--- config.mk ---
export PLATFORM = sky130hd
export DESIGN_NAME = effective_address_unit
export DESIGN_NICKNAME = d
export VERILOG_FILES = /design/src/rtl/effective_address_unit.sv
export SDC_FILE = /design/constraint.sdc
export NUM_CORES = 1
export LEC_CHECK = 0
export CORE_UTILIZATION = 45
export CTS_CLUSTER_DIAMETER = 100
export DETAILED_ROUTE_END_ITERATION = 8
export PLACE_DENSITY = 0.85
export RECOVER_POWER = 100
export SYNTH_ARGS = -nofsm -noshare
export SYNTH_HDL_FRONTEND = slang
export SYNTH_SLANG_ARGS = --single-unit
--- constraint.sdc ---
create_clock -name clk -period 3 [get_ports clk]
set_input_delay 0.6 -clock clk [delete_from_list [all_inputs] [get_ports clk]]
set_output_delay 0.6 -clock clk [all_outputs]
set_load 0.03 [all_outputs]
--- src/rtl/effective_address_unit.sv ---
// PDP-8 memory-reference effective-address generator.
// Forms the direct address, fetches indirect pointers and
// optionally performs auto-index write-back through the
// memory_controller request/done handshake.
// Ports: clk, reset (async, active-high), start, instruction,
//   pc -> busy, done, ea; mem_* drive/observe memory_controller.
// Option: define AUTOINDEX_EN to enable auto-index (0o0010-0o0017).
module effective_address_unit #(
  parameter int ADDR_W = 12
) (
  input  logic              clk,
  input  logic              reset,
  input  logic              start,
  input  logic [ADDR_W-1:0] instruction,
  input  logic [ADDR_W-1:0] pc,
  output logic              busy,
  output logic              done,
  output logic [ADDR_W-1:0] ea,
  output logic [ADDR_W-1:0] mem_address,
  output logic [ADDR_W-1:0] mem_write_data,
  output logic              mem_read_enable,
  output logic              mem_read_type,
  output logic              mem_write_enable,
  input  logic [ADDR_W-1:0] mem_read_data,
  input  logic              mem_operation_done
);

  localparam logic DATA_READ = 1'b0;

  typedef enum logic [2:0] {
    S_IDLE,
    S_CALC,
    S_RD_REQ,
    S_RD_WAIT,
`ifdef AUTOINDEX_EN
    S_WR_REQ,
    S_WR_WAIT,
`endif
    S_DONE
  } state_t;

  state_t      r_state;
  logic [8:0]  r_instr;
  logic [4:0]  r_page;
  logic        r_op_q;

  logic [ADDR_W-1:0] w_da;
  logic              w_rise;
  logic              w_unused;

  // Only I, Z, OFF and the pc page take part in addressing.
  assign w_unused = ^{instruction[ADDR_W-1:9], pc[6:0]};

  assign w_da = r_instr[7]
              ? {r_page, r_instr[6:0]}
              : {{(ADDR_W-7){1'b0}}, r_instr[6:0]};

  // Memory completion is a rising edge, not a level.
  assign w_rise = mem_operation_done & ~r_op_q;

  assign busy          = (r_state != S_IDLE);
  assign mem_read_type = DATA_READ;

`ifdef AUTOINDEX_EN
  logic w_auto;
  logic [ADDR_W-1:0] r_wdata;
  logic              r_wen;

  // DA in 0o0010..0o0017; Z=1 pages outside page 0 never match.
  assign w_auto = (w_da[ADDR_W-1:3] == 9'd1);

  assign mem_write_data   = r_wdata;
  assign mem_write_enable = r_wen;
`else
  assign mem_write_data   = '0;
  assign mem_write_enable = 1'b0;
`endif

  always_ff @(posedge clk or posedge reset) begin
    if (reset) begin
      r_state         <= S_IDLE;
      r_instr         <= '0;
      r_page          <= '0;
      r_op_q          <= 1'b0;
      done            <= 1'b0;
      ea              <= '0;
      mem_address     <= '0;
      mem_read_enable <= 1'b0;
`ifdef AUTOINDEX_EN
      r_wdata         <= '0;
      r_wen           <= 1'b0;
`endif
    end else begin
      r_op_q          <= mem_operation_done;
      done            <= 1'b0;
      mem_read_enable <= 1'b0;
`ifdef AUTOINDEX_EN
      r_wen           <= 1'b0;
`endif
      case (r_state)
        S_IDLE: begin
          if (start) begin
            r_instr <= instruction[8:0];
            r_page  <= pc[ADDR_W-1:7];
            r_state <= S_CALC;
          end
        end
        S_CALC: begin
          if (!r_instr[8]) begin
            ea      <= w_da;
            done    <= 1'b1;
            r_state <= S_DONE;
          end else begin
            mem_address     <= w_da;
            mem_read_enable <= 1'b1;
            r_state         <= S_RD_REQ;
          end
        end
        S_RD_REQ: r_state <= S_RD_WAIT;
        S_RD_WAIT: begin
          if (w_rise) begin
`ifdef AUTOINDEX_EN
            if (w_auto) begin
              r_wdata <= mem_read_data + ADDR_W'(1);
              r_wen   <= 1'b1;
              r_state <= S_WR_REQ;
            end else begin
              ea      <= mem_read_data;
              done    <= 1'b1;
              r_state <= S_DONE;
            end
`else
            ea      <= mem_read_data;
            done    <= 1'b1;
            r_state <= S_DONE;
`endif
          end
        end
`ifdef AUTOINDEX_EN
        S_WR_REQ: r_state <= S_WR_WAIT;
        S_WR_WAIT: begin
          if (w_rise) begin
            ea      <= r_wdata;
            done    <= 1'b1;
            r_state <= S_DONE;
          end
        end
`endif
        S_DONE:  r_state <= S_IDLE;
        default: r_state <= S_IDLE;
      endcase
    end
  end

endmodule

==> results.md, run 1 <==
* Overall track demand over capacity in global routing at 0.1782
* Top fanout value on the critical path at 7
* Placement Rows at 23
* Setup total negative slack at 0 ns
* Non-filler instance count after layout at 251
* Critical Path RT at 2.40 ns
* Area of the mapped netlist at 1872 sq um
* Layout Area Growth over Synthesis at 32.89%
* Synth area leaders: dfrtp_1, mux2_2, o221a_1
* Final routed DRC violation total at 0
* Number of diodes added for antenna fixing at 0
* Number of filler cells placed in the layout at 345
* Number of max-slew violations in the final report at 45
* Final #Nets at 241
* Number of distinct library cell variants in the gate-level netlist after synthesis at 22
* Pin count of the biggest net entering global routing at 45
* GRT Residual Overflow at 0
* Total half-perimeter wirelength after legalization and detailed placement at 2511 um
* Fraction of the yosys area taken by sequential cells at 0.5882
* Footprint of the multi-input gates at 663.1 sq um
* Worst endpoint data arrival time at 1.83 ns
* Mean instance size in the synthesized netlist at 13.28 sq um
* Clock share of power at 0.125
* Post-layout minimum cycle time at 2.426 ns
* Worst-case headroom to the max-slew limit at -0.07682
* Crit path kind: flip-flop to output pin
* CTS Hold Buffers Added at 0
* Sequential share of power at 0.389
* Clk sinks at 44
* Post-placement cell count at 244
* Worst-case clock skew at 0.007445 ns
* Clock transition at the registers of the reported paths at 0.08 ns
* Most instantiated cells after synthesis: dfrtp_1, buf_4, nand2_1
* Number of standard cells after synthesis at 141
* Worst path cell trace: or3_1, dlygate4sd3_1
* Slowest stage cell, crit path: dlygate4sd3_1
* Most used standard cell by instance count after synthesis: dfrtp_1
* Number of failing setup endpoints in the final timing report at 0
* Count of routing violations after the opening detailed-route iteration at 56
* Clock root buffer master: clkbuf_8
* Area share of the leading cell type in the synthesized netlist at 0.5882
* Avg WL per Cell at 14.18 um
* Flip-flop and latch count after synthesis at 44
* Max-Cap Viols at 1
* Effective utilization at floorplan at 0.4679
* Via count of the first global-routing pass at 1,217
* Fraction of power spent switching nets at 0.4012
* Share of the clock period used by the worst path at 0.8086
* Worst path setup slack after routing at 0.5741 ns
* Type of element capturing the critical path: output pin
* Warnings, synthesis at 0
* Number of antenna violations at the first check in global routing at 0
* Post-Place Worst Slack at 0.8079 ns
* Die footprint at 4422 sq um
* Ratio of cells with drive above 1 in the final layout at 0.1095
* Achievable clock frequency at 0.4122 GHz
* Most area-hungry cell type in the Yosys netlist: dfrtp_1
* Buffer depth of the longest clock path at 2
* Vertical die dimension at 66.50 um
* Run status: finished, violations left
* Global placer's final weighted congestion at 0.7101
* Reg area at 1101 sq um
* # IOs at 81
* First-pass GRT wire length at 5658 um
* Depth of the CTS H-tree at 2
* Proportion of synthesized flip-flops having asynchronous set or reset at 1.000
* Clock tree from TritonCTS: yes
* Count of buffers from port buffering at 56
* Hold crit path type: flip-flop to flip-flop
* Power density over the cells at 1118 nW/um^2
* Largest vdd supply drop at 0.5266 mV
* Final std cell area, no fill at 2487 sq um
* Switching Power at 1.116 mW
* Later-pin clock latency in the skew report at 0.29 ns
* Final Hold Fails at 0
* Internal power at 1.665 mW
* Instance area at placement at 2434 sq um
* Core area at 4000 sq um
* Post-synth EDFFs at 0
* Violations in the final reports: max-capacitance violations, max-slew violations
* DRT Pass-1 Iters at 4
* Launching element type of the critical path: flip-flop
* Worst Tran Pin Value at 1.613 ns
* Total wire length at 3558 um
* Vias post-DR at 1,244
* Number of clock buffers inserted by TritonCTS at 5
* Most frequently used flop master after synthesis: dfrtp_1
* Overall die width at 66.50 um
* Leak pwr at 1.053 nW
* CTS-repair resized insts at 0
* Number of buffers inserted by post-CTS setup repair at 0
* Max stage delay on crit path at 0.69 ns
* Detail Route Antenna Nets at 0
* RSZ-0062 raised after global routing: false
* Total power of the final layout at 2.781 mW
* Vias/cell at 4.956
* Share of power burned in combinational logic at 0.486
## critical path, delay by kind of cell, from the launching register on
kind	cells	cell delay, ns
buffers and inverters	1	0.69
and+or+nand+nor	1	0.38
DFF	1	0.46
## through the flow
stage / util / hold WS [ns]
floorplan: - / 0.4678
global placement: 0.6084 / 0.4724
detailed placement: 0.6084 / 0.4809
CTS: 0.6278 / 0.4997
global route: 0.6218 / 0.5021
finish: 0.6218 / 0.4820
## registers in the layout, summed over array words and instances (netlist names)
name / flops
mem_read_enable: 1
r_op_q: 1
r_state: 3
r_page: 5
mem_address: 12
done: 1
ea: 12
r_instr: 9
## power by group through the flow
stage	Sequential (mW)	Clock, mW	Combinational, mW
after detailed placement	1.10	0	1.47
after floorplan	1.41	0	0.619
after global routing	1.12	0.375	1.45
after global placement	1.09	0	1.44
final	1.08	0.348	1.35
after CTS	1.09	0.356	1.47
## cells in the final DEF, fill, tap and decap left out, drive strengths merged
master         netlist  layout
dfrtp               44      44
dlygate4sd3          0      30
clkdlybuf4s50        0      26
mux2                21      21
nand2               16      16
conb                 1      14
o221a               12      12
clkbuf               0      10
nand2b               7       7
o21ai                5       5
nand3b               2       2
o21bai               2       2
or2b                 2       2
inv                  2       2
a21oi                2       2
or2                  1       1
nor4b                1       1
nor3                 1       1
nand4bb              1       1
or3                  1       1
clkinv               0       1
## final timing paths
check / start / to / slack [ns] / depth (start not counted)
max: r_state[2]$_DFFE_PP0P_ / busy / 0.57 / 2
min: mem_address[8]$_DFFE_PP0P_ / mem_address[8]$_DFFE_PP0P_ / 0.48 / 2
max reg2reg: r_state[2]$_DFFE_PP0P_ / ea[3]$_DFFE_PP0P_ / 1.10 / 3
min reg2reg: mem_address[8]$_DFFE_PP0P_ / mem_address[8]$_DFFE_PP0P_ / 0.48 / 2
max in group asynchronous: reset / mem_address[1]$_DFFE_PP0P_ / 0.81 / 2
min in group asynchronous: reset / ea[11]$_DFFE_PP0P_ / 1.23 / 2
## area by class of cell
type / count / area share
Clock inverter: 1 / 0.002012
Inverter: 2 / 0.003018
Tap cell: 50 / 0.02515
Sequential cell: 44 / 0.4427
Clock buffer: 6 / 0.02917
Timing Repair Buffer: 60 / 0.2314
Multi-Input combinational cell: 88 / 0.2666
## layer usage
| metal | GRT usage | vias up | wire (um) |
|---|---|---|---|
| met2 | 0.2972 | 46 | 1744 |
| met1 | 0.2125 | 604 | 1550 |
| li1 | - | 587 | - |
| met4 | 0.07181 | 0 | 60 |
| met3 | 0.05651 | 7 | 202 |
| met5 | 0 | - | 0 |
## cells by family after synthesis
logic type	share of synthesized area
AO/OA/AOI/OAI	0.1009
buffers and inverters	0.07888
flip-flops	0.5882
multiplexers	0.1263
other	0.002003
AND/OR/NAND/NOR	0.1036
Power figures use the tool's default switching activity.
==> run 2: changes to the inputs <==
--- a/config.mk
+++ b/config.mk
@@ -5,10 +5,10 @@
 export SDC_FILE = /design/constraint.sdc
 export NUM_CORES = 1
 export LEC_CHECK = 0
-export CORE_UTILIZATION = 45
+export CORE_UTILIZATION = 42
 export CTS_CLUSTER_DIAMETER = 100
 export DETAILED_ROUTE_END_ITERATION = 8
-export PLACE_DENSITY = 0.85
+export PLACE_DENSITY = 0.8
 export RECOVER_POWER = 100
 export SYNTH_ARGS = -nofsm -noshare
 export SYNTH_HDL_FRONTEND = slang
==> constraint.sdc (replaced) <==
create_clock -name clk -period 2.25 [get_ports clk]
set_input_delay 0.45 -clock clk [delete_from_list [all_inputs] [get_ports clk]]
set_output_delay 0.45 -clock clk [all_outputs]
set_load 0.03 [all_outputs]
==> results.md, run 2 (synthesis gave the netlist of run 1 again) <==
* Run status: complete, no violations
* Power density over the cells at 1515 nW/um^2
* Number of diodes added for antenna fixing at 0
* Most frequent cells in the layout: dfrtp_1, dlygate4sd3_1, clkdlybuf4s50_1
* Total power of the final layout at 3.814 mW
* Leak pwr at 1.082 nW
* Overall track demand over capacity in global routing at 0.1915
* Ratio of cells with drive above 1 in the final layout at 0.1422
* Hold crit path type: flip-flop to flip-flop
* Buffer depth of the longest clock path at 2
* Layout Area Growth over Synthesis at 34.49%
* Pin count of the biggest net entering global routing at 26
* Largest registers: ea (12), mem_address (12), r_instr (9)
* Final core utilization at 0.6075
* Global placer's final weighted congestion at 0.6956
* RSZ-0062 raised after global routing: false
* Most common cell after layout, fill and taps aside: dfrtp_1
* Final routed DRC violation total at 0
* First-pass GRT wire length at 6182 um
* Share of the clock period used by the worst path at 0.8445
* Number of buffers inserted by post-CTS setup repair at 0
* Worst path setup slack after routing at 0.3499 ns
* Clock tree from TritonCTS: yes
* Post-Place Worst Slack at 0.2465 ns
* Count of buffers from port buffering at 56
* Depth of the CTS H-tree at 2
* Vias/cell at 4.980
* Core area at 4144 sq um
* Critical Path RT at 2.48 ns
* DRT Pass-1 Iters at 4
* Worst endpoint data arrival time at 2.13 ns
* Type of element capturing the critical path: flip-flop
* Final Hold Fails at 0
* Die footprint at 4728 sq um
* Largest vdd supply drop at 0.8540 mV
* Top fanout value on the critical path at 12
* Clock root buffer master: clkbuf_8
* Count of routing violations after the opening detailed-route iteration at 69
* Clk sinks at 44
* Post-layout minimum cycle time at 1.900 ns
* # IOs at 81
* Placement Rows at 23
* GRT Residual Overflow at 0
* Number of max-slew violations in the final report at 0
* Worst-case headroom to the max-slew limit at 0.4655
* Worst Tran Pin Value at 0.8018 ns
* Later-pin clock latency in the skew report at 0.30 ns
* Detail Route Antenna Nets at 0
* Footprint of the multi-input gates at 666.9 sq um
* Number of antenna violations at the first check in global routing at 0
* CTS Hold Buffers Added at 0
* Overall die width at 68.76 um
* Clock transition at the registers of the reported paths at 0.07 ns
* Via count of the first global-routing pass at 1,291
* Reg area at 1101 sq um
* Vertical die dimension at 68.76 um
* Worst-case clock skew at 0.008968 ns
* Avg WL per Cell at 15.37 um
* Max-Cap Viols at 0
* Effective utilization at floorplan at 0.4517
* Crit path kind: primary input to flip-flop
* Number of failing setup endpoints in the final timing report at 0
* Achievable clock frequency at 0.5263 GHz
* Setup total negative slack at 0 ns
* Worst slack on hold paths at 0.4822 ns
* Vias post-DR at 1,265
* Total half-perimeter wirelength after legalization and detailed placement at 2943 um
* Final #Nets at 243
* Launching element type of the critical path: primary input
* Number of clock buffers inserted by TritonCTS at 5
* Number of filler cells placed in the layout at 347
* Total wire length at 3903 um
[run 2: cell type report]
class,count,area share
clock buffer,6,0.03280
clock inverter,2,0.003976
inverter,2,0.002982
multi-input combinational,88,0.2649
sequential,44,0.4374
tap,50,0.02485
timing repair buffer,62,0.2331
[run 2: routing by layer]
metal	vias to the layer above	global-route usage	part of all wire
li1	590	-	-
met1	616	0.2238	0.40
met2	51	0.3186	0.52
met3	8	0.05263	0.066
met4	0	0.1046	0.019
met5	-	0	0
[run 2: power breakdown]
group	total, mW	switching [mW]	internal [mW]
Sequential	1.45	0.263	1.19
Combinational	1.86	1.02	0.834
Clock	0.504	0.259	0.245
Total	3.81	1.55	2.27
[run 2: worst max-delay path, stage by stage]
cell	delay, ns
dlygate4sd3_1	0.55
nand3b_1	0.17
or2_0	0.65
o221a_1	0.30
[run 2: metrics by stage]
stage          cells  cell area (sq um)
5_1_grt          254               2517
3_5_place_dp     246               2461
6_report         254               2517
3_3_place_gp     246               2461
4_1_cts          254               2554
2_1_floorplan    154               1921
[run 2: worst paths after layout]
path / depth (start not counted) / slack (ns) / startpoint / endpoint
min in group asynchronous: 2 / 0.70 / reset / mem_address[10]$_DFFE_PP0P_
max in group asynchronous: 3 / 0.50 / reset / mem_address[3]$_DFFE_PP0P_
setup / recovery: 4 / 0.35 / mem_operation_done / ea[11]$_DFFE_PP0P_
hold / removal: 2 / 0.48 / mem_address[11]$_DFFE_PP0P_ / mem_address[11]$_DFFE_PP0P_
setup reg to reg: 4 / 0.55 / r_state[0]$_DFFE_PP0P_ / r_page[2]$_DFFE_PP0P_
hold reg to reg: 2 / 0.48 / mem_address[11]$_DFFE_PP0P_ / mem_address[11]$_DFFE_PP0P_
[run 2: repair_timing]
item | CTS | global route
endpoints found under the setup margin | 0 | 1
resized for setup | 0 | 1
hold endpoints to repair | 0 | 0
